**config.mk**
```make
export PLATFORM = sky130hd
export DESIGN_NAME = clk_div_scan_flat
export DESIGN_NICKNAME = d
export VERILOG_FILES = /design/src/rtl/clk_div_scan_if.sv /design/src/rtl/clk_div_scan.sv /design/src/flat_wrapper.sv
export SDC_FILE = /design/constraint.sdc
export NUM_CORES = 1
export LEC_CHECK = 0
export BUFFER_PORTS_ARGS = -buffer_cell sky130_fd_sc_hd__clkbuf_2
export CORE_MARGIN = 8
export CORE_UTILIZATION = 54
export DETAILED_ROUTE_END_ITERATION = 16
export HOLD_SLACK_MARGIN = 0.08
export PLACE_DENSITY = 0.84
export SLEW_MARGIN = 20
export SYNTH_ARGS = -nofsm -noshare
export SYNTH_HDL_FRONTEND = slang
export SYNTH_SLANG_ARGS = --single-unit
```
**constraint.sdc**
```tcl
create_clock -name clk -period 3.2 [get_ports clk]
set_input_delay 0.32 -clock clk [delete_from_list [all_inputs] [get_ports clk]]
set_output_delay 0.32 -clock clk [all_outputs]
set_load 0.005 [all_outputs]
```
**src/rtl/clk_div_scan_if.sv**
```systemverilog
// rtl/clk_div_scan_if.sv - control and display bundle for the clock divider / digit scanner
interface clk_div_scan_if #(
   parameter int unsigned CNT_W  = 26,
   parameter int unsigned DIGITS = 4,
   parameter int unsigned SEL_W  = 2
) ();
   logic              en;
   logic              div_load;
   logic [CNT_W-1:0]  div_val;
   logic              tick;
   logic              slow_clk;
   logic [SEL_W-1:0]  digit_sel;
   logic [DIGITS-1:0] an_n;
   logic              div_pending;

   modport master (
      output en, div_load, div_val,
      input  tick, slow_clk, digit_sel, an_n, div_pending
   );

   modport slave (
      input  en, div_load, div_val,
      output tick, slow_clk, digit_sel, an_n, div_pending
   );
endinterface

```
**src/rtl/clk_div_scan.sv**
```systemverilog
// rtl/clk_div_scan.sv - programmable divider producing a tick, a slow square wave and a digit scan
module clk_div_scan #(
   parameter int unsigned CNT_W   = 26,
   parameter int unsigned DEF_DIV = 100000,
   parameter int unsigned DIGITS  = 4,
   parameter int unsigned SEL_W   = 2
) (
   input logic          clk,
   input logic          reset,
   clk_div_scan_if.slave bus
);

   localparam logic [CNT_W-1:0]  DIV_RST  = CNT_W'(DEF_DIV);
   localparam logic [CNT_W-1:0]  CNT_ONE  = CNT_W'(1);
   localparam logic [SEL_W-1:0]  SEL_LAST = SEL_W'(DIGITS - 1);
   localparam logic [DIGITS-1:0] AN_ONE   = DIGITS'(1);

   logic [CNT_W-1:0]  cnt_q, cnt_d;
   logic [CNT_W-1:0]  div_cur_q, div_cur_d;
   logic [CNT_W-1:0]  div_pend_q, div_pend_d;
   logic              pending_q, pending_d;
   logic              tick_q, tick_d;
   logic              slow_q, slow_d;
   logic [SEL_W-1:0]  sel_q, sel_d;
   logic [DIGITS-1:0] an_n_q, an_n_d;
   logic              tc;

   assign tc = bus.en && (cnt_q == (div_cur_q - CNT_ONE));

   always_comb begin
      cnt_d      = cnt_q;
      div_cur_d  = div_cur_q;
      div_pend_d = div_pend_q;
      pending_d  = pending_q;
      tick_d     = 1'b0;
      slow_d     = slow_q;
      sel_d      = sel_q;
      an_n_d     = an_n_q;

      if (tc) begin
         cnt_d  = '0;
         tick_d = 1'b1;
         slow_d = ~slow_q;
         sel_d  = (sel_q == SEL_LAST) ? '0 : sel_q + SEL_W'(1);
         an_n_d = ~(AN_ONE << sel_d);
         // A load on the boundary edge defers application to the following boundary.
         if (pending_q && !bus.div_load) begin
            div_cur_d = div_pend_q;
            pending_d = 1'b0;
         end
      end else if (bus.en) begin
         cnt_d = cnt_q + CNT_ONE;
      end

      if (bus.div_load) begin
         div_pend_d = (bus.div_val == '0) ? CNT_ONE : bus.div_val;
         pending_d  = 1'b1;
      end
   end

   always_ff @(posedge clk) begin
      if (reset) begin
         cnt_q      <= '0;
         div_cur_q  <= DIV_RST;
         div_pend_q <= DIV_RST;
         pending_q  <= 1'b0;
         tick_q     <= 1'b0;
         slow_q     <= 1'b0;
         sel_q      <= '0;
         an_n_q     <= ~AN_ONE;
      end else begin
         cnt_q      <= cnt_d;
         div_cur_q  <= div_cur_d;
         div_pend_q <= div_pend_d;
         pending_q  <= pending_d;
         tick_q     <= tick_d;
         slow_q     <= slow_d;
         sel_q      <= sel_d;
         an_n_q     <= an_n_d;
      end
   end

   assign bus.tick        = tick_q;
   assign bus.slow_clk    = slow_q;
   assign bus.digit_sel   = sel_q;
   assign bus.an_n        = an_n_q;
   assign bus.div_pending = pending_q;

endmodule

```
**src/flat_wrapper.sv**
```systemverilog
// flat-port wrapper written by rule: the top's interface ports become plain ports
module clk_div_scan_flat 
#(
   parameter int unsigned CNT_W   = 26,
   parameter int unsigned DEF_DIV = 100000,
   parameter int unsigned DIGITS  = 4,
   parameter int unsigned SEL_W   = 2
)
  (clk, reset, bus_en, bus_div_load, bus_div_val, bus_tick, bus_slow_clk, bus_digit_sel, bus_an_n, bus_div_pending);
  clk_div_scan_if #(.CNT_W(CNT_W), .DIGITS(DIGITS), .SEL_W(SEL_W)) bus_i ();
  input logic clk;
  input logic reset;
  input wire logic [$bits(bus_i.en)-1:0] bus_en;
  input wire logic [$bits(bus_i.div_load)-1:0] bus_div_load;
  input wire logic [$bits(bus_i.div_val)-1:0] bus_div_val;
  output wire logic [$bits(bus_i.tick)-1:0] bus_tick;
  output wire logic [$bits(bus_i.slow_clk)-1:0] bus_slow_clk;
  output wire logic [$bits(bus_i.digit_sel)-1:0] bus_digit_sel;
  output wire logic [$bits(bus_i.an_n)-1:0] bus_an_n;
  output wire logic [$bits(bus_i.div_pending)-1:0] bus_div_pending;
  assign bus_i.en = bus_en;
  assign bus_i.div_load = bus_div_load;
  assign bus_i.div_val = bus_div_val;
  assign bus_tick = bus_i.tick;
  assign bus_slow_clk = bus_i.slow_clk;
  assign bus_digit_sel = bus_i.digit_sel;
  assign bus_an_n = bus_i.an_n;
  assign bus_div_pending = bus_i.div_pending;
  clk_div_scan #(.CNT_W(CNT_W), .DEF_DIV(DEF_DIV), .DIGITS(DIGITS), .SEL_W(SEL_W)) u_core (.clk(clk), .reset(reset), .bus(bus_i));
endmodule
```
==> impl_results.md, run 1 <==
* Cts bufs inserted at 9
* Most used DFF post-synth: dfxtp_1
* Skew final at 11.9 ps
* Critical Path End: u_core.bus.slow_clk
* Worst-path clk slew at 90 ps
* Core area at 0.00859 mm²
* Starting Density at 54.7%
* CTS tree: yes
* CP startpoint kind: flop
* Final Slew Violations at 0
* Seq/Total Area, Yosys at 37.1%
* Die Span X at 109 µm
* Vias/cell at 5.88
* Max Cap Viol at 0
* First-pass DRT Iterations at 5
* Pin count of the biggest net entering global routing at 47
* Worst Hold Depth at 3
* Initial antenna violation count at 0
* Vias in the first global route at 4184
* Setup CP Type: flop to flop
* Top cells by count, synth: 87 x dfxtp_1, 85 x nor2_1, 59 x nand2_1
* Synth Net Count at 584
* Detail Route Antenna Nets at 0
* Top cell type's share of synthesized area at 37.1%
* GRT Util Overall at 20.5%
* EDFF count, synth at 0
* Worst-Margin Slew at 797 ps
* Synth area leader: dfxtp_1
* Ant diodes at 0
* Pwr Total at 2.09 mW
* Htree depth at 3
* Worst VDD drop at 0.338 mV
* Area Overhead vs Synth at 14.5%
* Routed wire length at 11900 µm
* Min Tclk post-route at 3190 ps
* Final core occ at 62.6%
* Fmax at 314 MHz
* Via count at 4119
* Distinct cells, synth at 58
* Residual DRC at 0
* Rows at 34
* Critical path data required time at 3450 ps
* Worst hold path class: input port to flop
* Layout net count at 625
* Dpl hpwl at 8710 µm
* Tcrit/Tclk final at 99.6%
* Worst reg-to-reg setup slack at 10 ps
* Async set-reset flop share out of synthesis at 0%
* Port Buffer Count at 38
* WL/cell at 17.0 µm
* Reg-to-reg critical path startpoint: u_core.div_cur_q[0]
* CP arrival at 3440 ps
* Final setup fails at 0
* Die Y at 109 µm
* Setup crit start: u_core.div_cur_q[0]
* Critical R2R Capture: u_core.bus.slow_clk
* Cell count of the worst reg-to-reg path at 8
* # IOs at 39
* Syn avg cell area at 8.57 µm²
* Maximum net fanout on the critical path at 6
* Clock root cell: clkbuf_8
* DRT iter0 DRCs at 313
* Number of synthesized register bits at 87
* Pwr/cell area at 389 mW/mm²
* Synth area leaders: dfxtp_1 37%, mux2i_1 12%, nor2_1 6.8%, xnor2_1 5.8%, nand2_1 4.7%
* Grt ovf at 0
* Most common cell in the netlist: dfxtp_1
* Syn Inst Count at 548
* Layout cells sized above 1 at 16.2%
* Clock Sinks at 87
* Final count of hold timing violations at 0
* Post-Syn Area at 0.00470 mm²
* Worst Setup End Kind: flop
* Pleak at 2.08 nW
* Routability cong. at 0.992
* Yosys warns at 0
* Hold_buf cts at 0
* Outcome: finished clean
* Global-route wire length before repair at 19600 µm
* Die area at 0.0119 mm²
* Skew-Pair Late Insertion Delay at 360 ps
* Clock Tree Buf Depth at 2
* Slew headroom at 46.6%
==> power by group <==
group / total, mW / leakage [nW] / internal (mW) / switching [mW]
sequential: 1.12 / 0.707 / 1.11 / 0.0173
combinational: 0.115 / 1.27 / 0.0498 / 0.0653
clock: 0.856 / 0.102 / 0.441 / 0.414
==> per-stage QoR <==
stage	hold WS [ps]	setup TNS [ps]	cells	worst slack, ps	instance area [µm²]
floorplan	437	0	548	17.5	4720
global placement	452	0	682	167	5100
detailed placement	454	0	682	94.8	5100
CTS	190	0	697	19.7	5310
global route	196	-98.9	701	-38.1	5380
finish	202	0	701	14.2	5380
==> logic make-up after synthesis <==
logic type	after synthesis	synth area share [%]
simple gates	258	27.7
xor+xnor	53	10.2
flops	87	37.1
compound gates	39	6.55
buf+inv	45	3.91
fa+ha+maj	6	1.60
mux	60	13.0
==> cell usage in the layout (no fill, tap or decap), types with 3 or more instances in the layout <==
master / count
o31ai_1: 3
clkbuf_2: 38
and4_1: 3
xnor2_1: 30
dfxtp_1: 87
nand4_1: 16
buf_4: 22
nand2_1: 59
and3_1: 7
nor3_1: 11
nand3_1: 15
clkbuf_8: 9
or4_1: 6
or3_1: 5
a21oi_1: 3
nor4_1: 16
a211oi_1: 6
ha_1: 6
mux2i_1: 58
nand3b_1: 5
o21ai_0: 4
inv_1: 11
xor2_1: 21
or4_4: 3
nor2_1: 85
nor2b_1: 12
==> area by class of cell <==
| type | count | area, µm² |
|---|---|---|
| fill | 734 | 3210 |
| multi-input combinational | 416 | 2820 |
| sequential | 87 | 1740 |
| timing repair buffer | 63 | 420 |
| tap | 108 | 135 |
| clock buffer | 9 | 124 |
| clock inverter | 6 | 92.6 |
| inverter | 12 | 45.0 |
==> sequential cells by signal, summed over array words and instances (netlist names) <==
signal	count
u_core.cnt_q	26
u_core.div_cur_q	26
u_core.div_pend_q	26
u_core.bus.an_n	4
u_core.bus.digit_sel	2
u_core.bus.div_pending	1
u_core.bus.slow_clk	1
u_core.bus.tick	1
==> routing by layer <==
layer / part of all wire [%] / routed length, µm / global-route usage [%] / vias to the layer above
met2: 49 / 5860 / 34.7 / 111
met5: 0 / 0 / 0 / -
met1: 44 / 5320 / 24.7 / 1990
li1: - / - / - / 1995
met4: 2.3 / 270 / 8.49 / 0
met3: 4.1 / 494 / 4.31 / 23
==> worst min-delay path by stage <==
stage | start | to | slack [ps]
2_1_floorplan | u_core.div_pend_q[25] | u_core.div_cur_q[25] | 440
3_3_place_gp | u_core.div_pend_q[19] | u_core.div_cur_q[19] | 450
3_5_place_dp | u_core.div_pend_q[2] | u_core.div_cur_q[2] | 450
4_1_cts | bus_div_val[5] | u_core.div_pend_q[5] | 190
5_1_grt | bus_div_val[7] | u_core.div_pend_q[7] | 200
6_report | bus_div_val[5] | u_core.div_pend_q[5] | 200
==> repair_timing <==
action,4_1_cts,5_1_grt
resized for setup,0,3
setup endpoints to repair,0,49
buffers inserted,0,3
==> critical path, stage by stage, from the launching register on <==
cell,delay (ps)
dfxtp_1,370
or4_4,600
nor4_1,430
mux2i_1,280
nand3_1,110
or4_4,570
nor4_4,250
buf_4,180
mux2_4,280
No activity file was read; power rests on OpenSTA's default activity.
==> run 2: changes to the inputs <==
--- a/config.mk
+++ b/config.mk
@@ -11,6 +11,8 @@
 export DETAILED_ROUTE_END_ITERATION = 16
 export HOLD_SLACK_MARGIN = 0.08
 export PLACE_DENSITY = 0.84
+export REMOVE_ABC_BUFFERS = 1
+export SETUP_SLACK_MARGIN = 0.1
 export SLEW_MARGIN = 20
 export SYNTH_ARGS = -nofsm -noshare
 export SYNTH_HDL_FRONTEND = slang
==> run 2 against run 1 <==
Sequential power about the same. Clock skew grew 4.2 ps. Sequential share of layout area decreased by 0.93 points. Via count barely moved. Flip-flop and latch count did not move. Power shrank 5.7%. Fmax rose by 3.8%. Largest power group unchanged.
==> impl_results.md, run 2 (synthesis results as in run 1) <==
* Outcome: finished clean
* Layout Cells excl Fill at 720
* GR Layer Usage met2 at 32.2%
* Grt peak-use layer: met2
* Vias/cell at 5.72
* Cell count of the worst reg-to-reg path at 8
* Clock share of power at 37.5%
* WL/cell at 16.4 µm
* Starting Density at 54.7%
* Clock Sinks at 87
* Pin count of the biggest net entering global routing at 51
* Pleak at 2.16 nW
* Port Buffer Count at 38
* Dpl hpwl at 8680 µm
* Skew-Pair Late Insertion Delay at 370 ps
* Die Y at 109 µm
* Min Tclk post-route at 3070 ps
* Routability cong. at 0.915
* Max Cap Viol at 0
* Die area at 0.0119 mm²
* Cell Int Power at 1.45 mW
* Via count at 4117
* Reg-to-reg critical path startpoint: u_core.div_cur_q[1]
* GRT Util Overall at 19.9%
* Worst path cell trace: or4_4 > or4b_4 > o22ai_2 > a21boi_2 > or4_4 > nor4_4 > buf_4 > mux2i_1
* Worst-path clk slew at 100 ps
* Core area at 0.00859 mm²
* Worst Hold Depth at 3
* Commonest non-fill, non-tap cell in the layout: dfxtp_1
* First-pass DRT Iterations at 5
* Worst-Margin Slew at 618 ps
* Clock Tree Buf Depth at 2
* Final setup fails at 0
* Die Span X at 109 µm
* Slew headroom at 58.7%
* Placed instance count at 696
* Cts bufs inserted at 9
* Htree depth at 3
* Setup tns final at 0 ps
* Skew final at 16.1 ps
* # IOs at 39
* RSZ-0062 raised after global routing: yes
* DRT iter0 DRCs at 278
* Worst Setup End Kind: flop
* Critical path data required time at 3500 ps
* Area Overhead vs Synth at 18.1%
* Pre-CTS WS at 60.3 ps
* Residual DRC at 0
* Layout cells sized above 1 at 20.3%
* Regs by FF count: u_core.cnt_q x26, u_core.div_cur_q x26, u_core.div_pend_q x26
* Final Slew Violations at 0
* Critical path's slowest cell: or4_4
* Flop pwr share at 56.7%
* Routed wire length at 11800 µm
* Setup CP Type: flop to flop
* Worst VDD drop at 0.270 mV
* DP Area at 0.00519 mm²
* Ant diodes at 0
* Vias in the first global route at 4016
* Rows at 34
* Met3 Resource Use GR at 3.13%
* Switching power at 0.522 mW
* Maximum net fanout on the critical path at 5
* Most used cells in the layout excluding fill and tap cells: 86 x dfxtp_1, 85 x nor2_1, 59 x nand2_1
* CP arrival at 3370 ps
* Switch share at 26.4%
* Tcrit/Tclk final at 95.9%
* Setup crit start: u_core.div_cur_q[1]
* Crit-path max cell delay at 560 ps
* Pwr/cell area at 356 mW/mm²
* Worst min-delay path startpoint: bus_div_val[16]
* Met1 usage at 25.5%
* Clock root cell: clkbuf_8
* Post-route setup slack at 132 ps
* Final count of hold timing violations at 0
* Worst hold path class: input port to flop
* CP startpoint kind: flop
* Grt ovf at 0
* FILL cells at 696
* Initial antenna violation count at 0
* Global-route wire length before repair at 19100 µm
* Fmax at 326 MHz
* Layout net count at 643
* Combinational Power Share at 5.7%
* CP dominant cell by count: or4_4
* Final core occ at 64.6%
* CTS tree: yes
* Final non-filler cell area at 0.00555 mm²
* Detail Route Antenna Nets at 0
[run 2: changes by cell type in the layout (fill, tap and decap cells not counted), moves of 2 or more]
cell,before,now
inv_8,0,2
bufinv_16,2,0
buf_4,22,39
nor4_4,1,3
[run 2: timing repair]
item,in CTS,in global routing
gates resized for setup,1,20
hold buffers,0,0
buffers inserted,1,6
endpoints found under the setup margin,31,61
gates cloned,0,1
pin swaps,3,8
[run 2: stage by stage]
stage / hold slack (ps) / power [mW]
after floorplan: 392 / 1.20
after global placement: 450 / 1.25
after CTS: 171 / 1.99
after global routing: 174 / 2.05
final: 178 / 1.97
after detailed placement: 461 / 1.26
[run 2: path summary, 6_finish.rpt]
| check | end | slack [ps] |
|---|---|---|
| worst min register to register | u_core.div_cur_q[18] | 470 |
| worst min-delay path | u_core.div_pend_q[16] | 180 |
| worst max-delay path | u_core.bus.an_n[1] | 130 |
| worst max register to register | u_core.bus.an_n[1] | 130 |
[run 2: area by class of cell]
| cell class | count | area (µm²) | area share [%] |
|---|---|---|---|
| well taps | 108 | 135 | 2.43 |
| clock inverters | 7 | 61.3 | 1.10 |
| repair buffers | 81 | 559 | 10.1 |
| flip-flops and latches | 87 | 1750 | 31.4 |
| inverters | 12 | 45.0 | 0.812 |
| multi-input cells | 416 | 2880 | 51.9 |
| clock buffers | 9 | 124 | 2.23 |
[run 2: metal layers]
metal / routed length, µm / up-vias
li1: - / 2026
met1: 5270 / 1939
met2: 5560 / 124
met3: 615 / 28
met4: 380 / 0
met5: 0 / -
[run 2: power groups by stage]
| stage | Combinational (mW) | Clock (mW) | Sequential, mW |
|---|---|---|---|
| CTS | 0.114 | 0.754 | 1.12 |
| floorplan | 0.0551 | 0 | 1.14 |
| global route | 0.125 | 0.801 | 1.12 |
| detailed placement | 0.114 | 0 | 1.15 |
| finish | 0.113 | 0.741 | 1.12 |
| global placement | 0.108 | 0 | 1.14 |
[run 2: critical path, delay by kind of cell, from the launching register on]
| family | cells | cell delay (ps) |
|---|---|---|
| and+or+nand+nor | 4 | 2020 |
| DFF | 1 | 370 |
| buffers and inverters | 1 | 220 |
| AOI/OAI and AO/OA | 2 | 200 |
| muxes | 1 | 190 |
